<file path="src/rtl/pipe_ctrl_pkg.sv">
// Shared types and defaults for the pipeline sequencer.
package pipe_ctrl_pkg;

  typedef enum logic [1:0] {
    RUN   = 2'b00,
    DWAIT = 2'b01,
    IWAIT = 2'b10,
    HALT  = 2'b11
  } state_e;

  localparam int CNT_W_DEF = 16;

endpackage

</file>
<file path="src/rtl/pipe_ctrl_sat_counter.sv">
// Saturating up-counter; holds at all-ones instead of wrapping.
module sat_counter #(
  parameter int WIDTH = 16
) (
  input  logic             clk,
  input  logic             rst,
  input  logic             inc,
  output logic [WIDTH-1:0] cnt
);

  logic [WIDTH-1:0] cnt_q, cnt_d;

  always_comb begin
    cnt_d = cnt_q;
    if (inc && (cnt_q != {WIDTH{1'b1}})) cnt_d = cnt_q + 1'b1;
  end

  always_ff @(posedge clk or negedge rst) begin
    if (!rst) cnt_q <= '0;
    else      cnt_q <= cnt_d;
  end

  assign cnt = cnt_q;

endmodule

</file>
<file path="src/rtl/pipe_ctrl.sv">
// Pipeline sequencer: merges stall, wait, redirect and halt requests into
// per-stage register enables and flushes for the five-stage core.
//
// state | meaning
// RUN   | normal flow
// DWAIT | stalled on a data-memory access
// IWAIT | bubbling decode while a fetch is outstanding
// HALT  | core stopped until reset
module pipe_ctrl
  import pipe_ctrl_pkg::*;
#(
  parameter int CNT_W = CNT_W_DEF
) (
  input  logic             clk,
  input  logic             rst,
  input  logic             hz_stall,
  input  logic             redirect,
  input  logic             imem_busy,
  input  logic             imem_done,
  input  logic             dmem_req,
  input  logic             dmem_done,
  input  logic             halt,
  output logic             pc_en,
  output logic             ifid_en,
  output logic             idex_en,
  output logic             exmem_en,
  output logic             memwb_en,
  output logic             ifid_flush,
  output logic             idex_flush,
  output logic             halted,
  output logic [CNT_W-1:0] stall_cnt
);

  state_e state_q, state_d;
  logic   pend_q, pend_d;
  logic   pc_en_c, ifid_en_c, idex_en_c, exmem_en_c, memwb_en_c;
  logic   ifid_flush_c, idex_flush_c;
  logic   dwait, iwait;

  assign dwait = dmem_req & ~dmem_done;
  assign iwait = imem_busy & ~imem_done;

  always_comb begin
    state_d      = RUN;
    pend_d       = pend_q;
    pc_en_c      = 1'b1;
    ifid_en_c    = 1'b1;
    idex_en_c    = 1'b1;
    exmem_en_c   = 1'b1;
    memwb_en_c   = 1'b1;
    ifid_flush_c = 1'b0;
    idex_flush_c = 1'b0;
    if (state_q == HALT) begin
      state_d = HALT;
      {pc_en_c, ifid_en_c, idex_en_c, exmem_en_c, memwb_en_c} = '0;
    end else begin
      if (dwait) begin
        state_d = DWAIT;
        {pc_en_c, ifid_en_c, idex_en_c, exmem_en_c, memwb_en_c} = '0;
      end else if (halt) begin
        state_d = HALT;
        {pc_en_c, ifid_en_c, idex_en_c, exmem_en_c, memwb_en_c} = '0;
      end else if (redirect) begin
        ifid_flush_c = 1'b1;
        idex_flush_c = 1'b1;
        if (iwait) pend_d = 1'b1;
      end else if (iwait) begin
        state_d      = IWAIT;
        pc_en_c      = 1'b0;
        ifid_flush_c = 1'b1;
      end else if (hz_stall) begin
        pc_en_c      = 1'b0;
        ifid_en_c    = 1'b0;
        idex_flush_c = 1'b1;
      end
      // The stale fetch word is only gone once IF/ID actually loads the NOP.
      if (pend_q && imem_done) begin
        ifid_flush_c = 1'b1;
        if (ifid_en_c) pend_d = 1'b0;
      end
    end
  end

  always_ff @(posedge clk or negedge rst) begin
    if (!rst) begin
      state_q <= RUN;
      pend_q  <= 1'b0;
    end else begin
      state_q <= state_d;
      pend_q  <= pend_d;
    end
  end

  assign pc_en      = rst & pc_en_c;
  assign ifid_en    = rst & ifid_en_c;
  assign idex_en    = rst & idex_en_c;
  assign exmem_en   = rst & exmem_en_c;
  assign memwb_en   = rst & memwb_en_c;
  assign ifid_flush = rst & ifid_flush_c;
  assign idex_flush = rst & idex_flush_c;
  assign halted     = (state_q == HALT);

  sat_counter #(.WIDTH(CNT_W)) u_stall_cnt (
    .clk (clk),
    .rst (rst),
    .inc (~pc_en_c && (state_q != HALT)),
    .cnt (stall_cnt)
  );

endmodule
</file>
<file path="config.mk">
export PLATFORM = sky130hd
export DESIGN_NAME = pipe_ctrl
export DESIGN_NICKNAME = d
export VERILOG_FILES = /design/src/rtl/pipe_ctrl_pkg.sv /design/src/rtl/pipe_ctrl_sat_counter.sv /design/src/rtl/pipe_ctrl.sv
export SDC_FILE = /design/constraint.sdc
export NUM_CORES = 1
export LEC_CHECK = 0
export CAP_MARGIN = 40
export CORE_MARGIN = 2
export CORE_UTILIZATION = 35
export DETAILED_ROUTE_END_ITERATION = 8
export SLEW_MARGIN = 30
export SYNTH_ARGS = -nofsm -noshare
export SYNTH_HDL_FRONTEND = slang
export SYNTH_SLANG_ARGS = --single-unit
</file>
<file path="constraint.sdc">
create_clock -name clk -period 1.6 [get_ports clk]
set_input_delay 0.32 -clock clk [delete_from_list [all_inputs] [get_ports clk]]
set_output_delay 0.32 -clock clk [all_outputs]
set_load 0.1 [all_outputs]
</file>
# Word-level counts from Yosys, hierarchy flattened
# Cells that the tools add are included.
dict set report word_totals {
  output_inout_bits 24
  inputBits 9
  reg_bits 19
  wordCells 58
}
dict set report op_classes {
  n_reduce_logical 3
  n_bitwise 10
  n_eq_ne 3
  muxes 38
  addsub 1
}
# op count
set op_table {}
lappend op_table {{$mux W1} 33}
lappend op_table {{$add A16 B1 Y16 const B} 1}
lappend op_table {{$ne A16 B16 Y1 const B} 1}
lappend op_table {{$mux W2} 5}
lappend op_table {{$and A1 B1 Y1} 7}
lappend op_table {{$logic_and A1 B1 Y1} 3}
lappend op_table {{$not A1 Y1} 3}
lappend op_table {{$eq A2 B2 Y1 const B} 1}
lappend op_table {{$ne A2 B2 Y1 const B} 1}

# Longest topological paths before layout
# Gate-level depths: netlist of run 1.
dict set report depth {
  word_depth 10
  depth_mapped 8
  depth_no_buf 6
}

# Modules after synthesis
# Synthesis of run 1 repeated with hierarchy kept, for this count alone.
dict set report hier_totals {
  hier_cells 105
  hier_area_um2 1124.8
}
# module cells_per_inst instances seq_area_each_um2 area_each_um2
set modules_own_cells {}
lappend modules_own_cells {sat_counter 72 1 400.4 859.6}
lappend modules_own_cells {pipe_ctrl 33 1 75.1 265.3}

# Least setup slack after synthesis of run 1
# No wires, ideal clock.
dict set report synth_timing {
  path_type {input -> output}
  start {input dmem_done}
  end {output ifid_en}
  n_path_buf 0
  path_stages 4
  required_time_ps 1280
  slack_ps -1001
  t_arrival_ps 2281
  path_cell_list {nand2b_1 nor2b_1 nand3_1 a21oi_1}
}
dict set report synth_via {
  elab_chain_len 6
}
# item line_no
set synth_rtl {}
lappend synth_rtl {{from (decl)} pipe_ctrl.sv:21} ;# input logic dmem_done,
lappend synth_rtl {{$not A1 Y1} pipe_ctrl.sv:40} ;# assign dwait = dmem_req & ~dmem_done;
lappend synth_rtl {{$and A1 B1 Y1} pipe_ctrl.sv:40}
lappend synth_rtl {{$mux W1} pipe_ctrl.sv:57} ;# if (dwait) begin
lappend synth_rtl {{$mux W1 (2 in series)} pipe_ctrl.sv:53} ;# if (state_q == HALT) begin
lappend synth_rtl {{$and A1 B1 Y1} pipe_ctrl.sv:95} ;# assign ifid_en = rst & ifid_en_c;
lappend synth_rtl {{to (decl)} pipe_ctrl.sv:24} ;# output logic ifid_en,
# No other way between the ends. The select of a mux whose other input is x is not followed.

# Worst setup path in the final report of run 1
dict set report layout_timing {
  start {register u_stall_cnt.cnt_q[12] (netlist: u_stall_cnt.cnt[12])}
  end {register u_stall_cnt.cnt_q[1] (netlist: u_stall_cnt.cnt[1])}
}
dict set report layout_via {
  elab_chain_len 2
}
# item line_no
set layout_rtl {}
lappend layout_rtl {{from (decl)} pipe_ctrl_sat_counter.sv:11} ;# logic [WIDTH-1:0] cnt_q, cnt_d;
lappend layout_rtl {{from (signal assigned)} pipe_ctrl_sat_counter.sv:20} ;# else cnt_q <= cnt_d;
lappend layout_rtl {{$ne A16 B16 Y1} pipe_ctrl_sat_counter.sv:15} ;# if (inc && (cnt_q != {WIDTH{1'b1}})) cnt_d = cnt_q + 1'b1;
lappend layout_rtl {{$logic_and A1 B1 Y1} pipe_ctrl_sat_counter.sv:15}
# No other way between the ends.
# A chain may end at the register's enable or synchronous reset.

==> results of run 1 <==
[path summary, 6_finish.rpt]
kind,startpoint,end,slack [ns]
max in group asynchronous,rst,u_stall_cnt.cnt[10]$_DFFE_PN0P_,1.02
min in group clk,imem_done,pend_q$_DFFE_PN0N_,0.46
max,u_stall_cnt.cnt[12]$_DFFE_PN0P_,u_stall_cnt.cnt[1]$_DFFE_PN0P_,-0.12
min,rst,pend_q$_DFFE_PN0N_,0.25
min reg2reg,u_stall_cnt.cnt[15]$_DFFE_PN0P_,u_stall_cnt.cnt[15]$_DFFE_PN0P_,0.58
max reg2reg,u_stall_cnt.cnt[12]$_DFFE_PN0P_,u_stall_cnt.cnt[1]$_DFFE_PN0P_,-0.12
[registers in the layout (all words and copies together), names as in the netlist]
register,cells
state_q,2
pend_q,1
u_stall_cnt.cnt,16
[kinds of logic after synthesis]
logic type | count (synthesis) | share of synthesized area, %
XOR/XNOR | 15 | 11.9
AO/OA/AOI/OAI | 10 | 5.57
multiplexers | 1 | 1.02
buffers and inverters | 10 | 5.80
flip-flops | 19 | 43.2
AND/OR/NAND/NOR | 46 | 31.4
adder cells (fa/ha/maj) | 1 | 1.14
[final cells by class]
class / instances / area [um^2] / share of cell area [%]
clock buffer: 4 / 26.3 / 1.11
tap: 44 / 55.1 / 2.32
multi-input combinational: 73 / 785 / 33.1
timing repair buffer: 77 / 951 / 40.1
sequential: 19 / 524 / 22.1
inverter: 5 / 27.5 / 1.16
[report_power, final]
| group | leakage (nW) | internal (mW) | switching (mW) |
|---|---|---|---|
| logic | 0.783 | 0.0481 | 0.0464 |
| clock network | 0.0150 | 0.0971 | 0.155 |
| registers | 0.222 | 0.479 | 0 |
[metal layers]
layer	GRT usage, %	vias to the layer above	wire (um)
met5	0	-	0
met4	5.71	0	14
met3	3.90	2	99
met1	20.7	501	1180
li1	-	504	-
met2	32.9	19	1660
[cell usage in the layout (no fill, tap or decap), drive strengths merged]
| cell type | Yosys | layout |
|---|---|---|
| a21oi | 4 | 4 |
| a41oi | 1 | 1 |
| and3 | 2 | 2 |
| and4 | 1 | 1 |
| buf | 5 | 69 |
| clkbuf | 0 | 5 |
| clkdlybuf4s15 | 0 | 1 |
| clkinvlp | 0 | 1 |
| dfrtp | 19 | 19 |
| dlygate4sd2 | 0 | 6 |
| ha | 1 | 1 |
| inv | 5 | 4 |
| mux2 | 1 | 1 |
| nand2 | 11 | 11 |
| nand2b | 3 | 3 |
| nand3 | 2 | 2 |
| nand4 | 3 | 3 |
| nor2 | 7 | 7 |
| nor2b | 1 | 1 |
| nor3 | 6 | 6 |
| nor3b | 1 | 1 |
| nor4 | 3 | 3 |
| nor4b | 4 | 4 |
| o21ai | 5 | 5 |
| or2 | 1 | 1 |
| or3 | 1 | 1 |
| xnor2 | 1 | 1 |
| xor2 | 14 | 14 |
[metrics by stage]
stage	hold slack, ns	setup WS [ns]	std cells	utilization [%]
after floorplan	0.0244	-0.293	102	-
after global placement	0.551	-0.334	208	70.1
after detailed placement	0.554	-0.368	208	70.1
after CTS	0.255	-0.0886	220	75.5
after global routing	0.249	-0.168	222	78.2
final	0.255	-0.116	222	78.2
[worst reg2reg max path: stages (launching register included)]
cell                      delay (ns)
sky130_fd_sc_hd__dfrtp_4        0.49
sky130_fd_sc_hd__and3_4         0.19
sky130_fd_sc_hd__and3_4         0.15
sky130_fd_sc_hd__and4_4         0.21
sky130_fd_sc_hd__buf_12         0.15
sky130_fd_sc_hd__nor2_4         0.11
sky130_fd_sc_hd__mux2_2         0.33
[timing repair]
action / in CTS / in global routing
setup buffers: 9 / 2
pin swaps: 18 / 15
endpoints found under the setup margin: 23 / 24
gates resized for setup: 31 / 13
==> qor.log, run 1 <==
qor: sta.final.setup.tns -0.848 ns
qor: setup_path.ff2ff_path_depth 6
qor: detailed_routing.antenna_left 0
qor: synth.syn_area 1100 um^2
qor: synth.postSynthCellCount 102
qor: clock_tree.clock_latency_reported_for_the_late_side_of_the_worst_skew_pair 0.30 ns
qor: final_layout.num-nets-final 189
qor: clock_tree.cts_hold_buf 0
qor: floorplanning.placeableCoreArea 3030 um^2
qor: sta.finalClockSkew 0.00812 ns
qor: sta.fin_ws -0.116 ns
qor: final_layout.areaGrowthSynthToFinish 115%
qor: clock_tree.cts.htree.levels 1
qor: synth.synth.yosys.seq_area_share 43.2%
qor: power_and_ir_drop.power_density 349 nW/um^2
qor: sta.timing.final.max_slew_violations 0
qor: synth.top_cells_by_area_in_the_synthesized_netlist sky130_fd_sc_hd__dfrtp_1 43%, sky130_fd_sc_hd__xor2_1 11%, sky130_fd_sc_hd__nor4b_2 4.1%, sky130_fd_sc_hd__nor4_4 3.9%, sky130_fd_sc_hd__nand2_1 3.8%
qor: synth.synth_edf_count 0
qor: grt.global_route.usage.total 18.1%
qor: status.status complete, but fails checks
qor: detailed_routing.route.detailed.wl_per_inst 13.3 um
qor: synth.yosysWarningCount 0
qor: power_and_ir_drop.power.static_leakage 1.02 nW
qor: final_layout.n_antenna_cell 0
qor: grt.grt_antenna_before_repair 0
qor: setup_path.crit_chain and3_4, and3_4, and4_4, buf_12, nor2_4, mux2_2
qor: setup_path.start_kind flop
qor: clock_tree.clock_tree.buffer_depth 2
qor: sta.max_freq 583 MHz
qor: sta.tightestPinTransition 0.333 ns
qor: floorplanning.std_cell_rows 20
qor: sta.post-route-min-period 1.72 ns
qor: placement.dpl-instance-area 2120 um^2
qor: final_layout.final_area 2370 um^2
qor: synth.asyncSetResetFlopFracSynth 100%
qor: detailed_routing.detailroute.via_count 1026
qor: synth.syn_avg_cell_area 10.8 um^2
qor: clock_tree.number_of_buffers_inserted_during_clock_tree_synthesis 3
qor: sta.grt_setup_unrepaired true
qor: detailed_routing.wire_length_reported_by_the_detailed_router 2950 um
qor: synth.netlist.top_cell.by_area sky130_fd_sc_hd__dfrtp_1
qor: setup_path.crit_path_frequent_cell sky130_fd_sc_hd__and3_4
qor: grt.grt_start_max_net_pins 19
qor: clock_tree.clk_root_buffer_cell sky130_fd_sc_hd__clkbuf_4
qor: synth.net_count_after_synthesis 112
qor: synth.synth_flop_cell sky130_fd_sc_hd__dfrtp_1
qor: setup_path.worst_ep_arrival_time 1.92 ns
qor: grt.grt_pass1_vias 1137
qor: grt.global_route_wire_length_before_repair 4920 um
qor: sta.layout_worst_path_cycle_share 107%
qor: job.max_cap_violations 0
qor: sta.slew_headroom 77.8%
qor: setup_path.largest_stage_delay_on_the_critical_path 0.49 ns
qor: sta.hold_viol_final 0
qor: power_and_ir_drop.peakVddDrop 0.310 mV
qor: setup_path.path_buf_inv 1
qor: synth.synth_top_area_share 43.2%
qor: status.failing_checks negative setup slack
qor: floorplanning.fp.dieArea 3610 um^2
qor: setup_path.timing.critical_path.fanout_max 9
qor: detailed_routing.drt_iter0_markers 33
qor: placement.hpwl 2180 um
qor: placement.portBuffers 32
qor: floorplanning.dieWidth 60.1 um
qor: synth.synth_cell_types 32
qor: synth.ys_seq_elements 19
qor: floorplanning.floorplan.io_pins 33
qor: sta.final-setup-viol-count 17
qor: clock_tree.clock_tree_from_tritoncts built
qor: floorplanning.chipHeight 60.1 um
qor: final_layout.layout-drive-gt1-share 74.7%
qor: synth.synthTopCellsByCount 19 x sky130_fd_sc_hd__dfrtp_1, 14 x sky130_fd_sc_hd__xor2_1, 11 x sky130_fd_sc_hd__nand2_1, 7 x sky130_fd_sc_hd__nor2_1, 5 x sky130_fd_sc_hd__inv_1
qor: detailed_routing.post-route-drc-count 0
qor: floorplanning.start_util 36.4%
qor: setup_path.cp.depth 6
qor: grt.globalRoute.totalOverflow 0
qor: final_layout.nFillCells 189
qor: setup_path.timing.setup.critical_path_class flop to flop
qor: setup_path.worst-endpoint-required 1.80 ns
qor: clock_tree.worst_setup_hold_path_clk_slew 0.12 ns
qor: setup_path.critPathCaptureType flop
qor: power_and_ir_drop.final_total_pwr 826 uW
qor: worst_hold_path.holdCritPathClass primary input to asynchronous set/reset pin
qor: synth.yosysMostFrequentCell sky130_fd_sc_hd__dfrtp_1
qor: clock_tree.clkSinkCount 19
qor: detailed_routing.detailedRoute.firstPassIterationCount 4
qor: setup_path.critical-path-top-delay-family simple AND/OR/NAND/NOR gates
qor: detailed_routing.post_drt_via_cell_ratio 4.62
qor: setup_path.cpMaxStageDelayCell sky130_fd_sc_hd__dfrtp_4
qor: placement.globalplace.congestion 0.849
Note: power is estimated with default switching activity, not from simulation.
==> run 2: changes to the inputs <==
Settings changed: PLACE_DENSITY from default to 0.62.
==> qor.log, run 2 (synthesized netlist as in run 1, its figures left out) <==
qor: setup_path.setup.reg_to_reg.worst_slack -0.13 ns [about the same]
qor: clock_tree.clock_latency_reported_for_the_late_side_of_the_worst_skew_pair 0.30 ns [about the same]
qor: status.status complete, but fails checks
qor: status.failing_checks negative setup slack
qor: final_layout.layout.cells.most_common sky130_fd_sc_hd__buf_4
qor: power_and_ir_drop.power.static_leakage 0.993 nW [-2.7%]
qor: setup_path.crit_chain buf_6, nand3_4, or2_4, or3_4, nor4b_4, xor2_1
qor: grt.global_route_wire_length_before_repair 5220 um [+6.2%]
qor: grt.grt_start_max_net_pins 20 [+1]
qor: placement.place_worst_setup_slack -0.417 ns [-0.0494 ns]
qor: sta.final-setup-viol-count 19 [+2]
qor: sta.slew_headroom 79.2% [+1.4 points]
qor: detailed_routing.antenna_left 0 [unchanged]
qor: sta.fin_ws -0.128 ns [-0.0120 ns]
qor: detailed_routing.post-route-drc-count 0 [unchanged]
qor: clock_tree.clock_tree.buffer_depth 2 [unchanged]
qor: final_layout.final_area 2330 um^2 [-1.5%]
qor: clock_tree.cts_hold_buf 0 [unchanged]
qor: clock_tree.number_of_buffers_inserted_during_clock_tree_synthesis 3 [unchanged]
qor: final_layout.areaGrowthSynthToFinish 112%
qor: grt.grt.met1_usage 22.5% [+1.8 points]
qor: final_layout.num-nets-final 185 [-2.1%]
qor: grt.grt_pass1_vias 1142 [+0.44%]
qor: final_layout.finish.utilization 77.0% [-1.2 points]
qor: detailed_routing.route.detailed.wl_per_inst 14.5 um [+9.2%]
qor: sta.grt_setup_unrepaired true
qor: setup_path.worst-endpoint-required 1.83 ns [+0.03 ns]
qor: setup_path.critPathCaptureType flop
qor: setup_path.start_kind flop
qor: grt.grt_util_met3 3.68% [-0.22 points]
qor: setup_path.cpMaxStageDelayCell sky130_fd_sc_hd__dfrtp_4
qor: grt.grt_util_met2 35.6% [+2.6 points]
qor: detailed_routing.post_drt_via_cell_ratio 4.73 [+2.3%]
qor: placement.hpwl 2150 um [-1.2%]
qor: sta.post-route-min-period 1.73 ns [+0.0120 ns]
qor: final_layout.final_cell_count_no_fill 218 [-1.8%]
qor: setup_path.ff2ff_path_depth 6 [unchanged]
qor: sta.finalClockSkew 0.00113 ns [-0.00698 ns]
qor: floorplanning.fp.dieArea 3610 um^2 [unchanged]
qor: floorplanning.placeableCoreArea 3030 um^2 [unchanged]
qor: clock_tree.clock_tree_from_tritoncts built
qor: clock_tree.clkSinkCount 19 [unchanged]
qor: grt.globalRoute.totalOverflow 0 [unchanged]
qor: floorplanning.dieWidth 60.1 um [unchanged]
qor: setup_path.worst_ep_arrival_time 1.96 ns [+0.04 ns]
qor: detailed_routing.drt_iter0_markers 23 [-30%]
qor: floorplanning.std_cell_rows 20 [unchanged]
qor: setup_path.timing.critical_path.fanout_max 3 [-6]
qor: clock_tree.clk_root_buffer_cell sky130_fd_sc_hd__clkbuf_4
qor: clock_tree.worst_setup_hold_path_clk_slew 0.12 ns [about the same]
qor: placement.dp_cells 206 [-0.96%]
qor: job.max_cap_violations 0 [unchanged]
qor: final_layout.final-seq-area 524 um^2 [unchanged]
qor: sta.tightestPinTransition 0.312 ns [-0.0210 ns]
qor: detailed_routing.wire_length_reported_by_the_detailed_router 3170 um [+7.2%]
qor: final_layout.layout-drive-gt1-share 73.0% [-1.7 points]
qor: sta.timing.final.max_slew_violations 0 [unchanged]
qor: placement.globalplace.congestion 0.743 [-13%]
qor: sta.max_freq 579 MHz [-0.70%]
qor: final_layout.multi_input_gate_area_in_the_final_layout 776 um^2 [-1.1%]
qor: clock_tree.cts.htree.levels 1 [unchanged]
qor: power_and_ir_drop.power_density 353 nW/um^2 [+1.3%]
qor: final_layout.nFillCells 186 [-1.6%]
qor: setup_path.largest_stage_delay_on_the_critical_path 0.46 ns [-0.03 ns]
qor: final_layout.n_antenna_cell 0 [unchanged]
qor: floorplanning.floorplan.io_pins 33 [unchanged]
qor: final_layout.most-common-layout-cells 34 x sky130_fd_sc_hd__buf_4, 27 x sky130_fd_sc_hd__buf_12, 14 x sky130_fd_sc_hd__xor2_1
qor: final_layout.largest_register_ffs 16 [unchanged]
qor: placement.dpl-instance-area 2110 um^2 [-0.71%]
qor: placement.portBuffers 32 [unchanged]
qor: floorplanning.start_util 36.4% [unchanged]
qor: sta.hold_viol_final 0 [unchanged]
qor: grt.grt_antenna_before_repair 0 [unchanged]
qor: detailed_routing.detailroute.via_count 1031 [+0.49%]
qor: grt.global_route.usage.total 19.4% [+1.3 points]
qor: floorplanning.chipHeight 60.1 um [unchanged]
qor: sta.layout_worst_path_cycle_share 108% [+0.75 points]
qor: power_and_ir_drop.peakVddDrop 0.215 mV [-31%]
qor: sta.final.setup.tns -1.15 ns [-0.306 ns]
qor: grt.grt_most_used_layer met2
qor: detailed_routing.detailedRoute.firstPassIterationCount 3 [-1]
qor: setup_path.timing.setup.critical_path_class flop to flop
qor: worst_hold_path.holdCritPathClass primary input to asynchronous set/reset pin
run 2: worst paths after layout:
kind / start / endpoint
setup / recovery: u_stall_cnt.cnt[1]$_DFFE_PN0P_ / u_stall_cnt.cnt[11]$_DFFE_PN0P_
hold / removal: rst / u_stall_cnt.cnt[8]$_DFFE_PN0P_
setup reg to reg: u_stall_cnt.cnt[1]$_DFFE_PN0P_ / u_stall_cnt.cnt[11]$_DFFE_PN0P_
hold reg to reg: u_stall_cnt.cnt[15]$_DFFE_PN0P_ / u_stall_cnt.cnt[15]$_DFFE_PN0P_
max in group asynchronous: rst / u_stall_cnt.cnt[1]$_DFFE_PN0P_
min in group clk: imem_done / pend_q$_DFFE_PN0N_
run 2: cell type report:
type	instances	area share, %
Tap cell	44	2.36
Clock buffer	4	1.13
Inverter	5	0.966
Multi-Input combinational cell	73	33.3
Sequential cell	19	22.5
Timing Repair Buffer	73	39.8
run 2: where the power goes:
part	internal, mW	total (mW)	leakage [nW]	switching [mW]
logic	0.0408	0.0836	0.756	0.0428
registers	0.480	0.480	0.222	0
clock network	0.0971	0.261	0.0150	0.164
run 2: metal layers:
metal,up-vias,part of all wire (%)
met3,7,3.3
met2,24,58
met4,0,1.1
met1,507,37
met5,-,0
li1,493,-
run 2: worst max-delay path, delay by kind of cell (launching register included):
family                    cells  cell delay, ns
xor gates and xnor gates      1            0.16
buffers and inverters         1            0.11
DFF                           1            0.46
and+or+nand+nor               4            0.94
run 2: per-stage QoR:
| stage | power, mW | hold slack (ns) |
|---|---|---|
| 2_1_floorplan | 0.515 | 0.0244 |
| 3_3_place_gp | 0.567 | 0.522 |
| 3_5_place_dp | 0.570 | 0.545 |
| 4_1_cts | 0.826 | 0.294 |
| 5_1_grt | 0.866 | 0.355 |
| 6_report | 0.824 | 0.346 |
run 2: timing repair:
| action | CTS | global route |
|---|---|---|
| pin swaps | 13 | 13 |
| gates resized for setup | 30 | 9 |
| setup endpoints to repair | 24 | 24 |
| gates cloned | 0 | 1 |
| setup buffers | 5 | 2 |
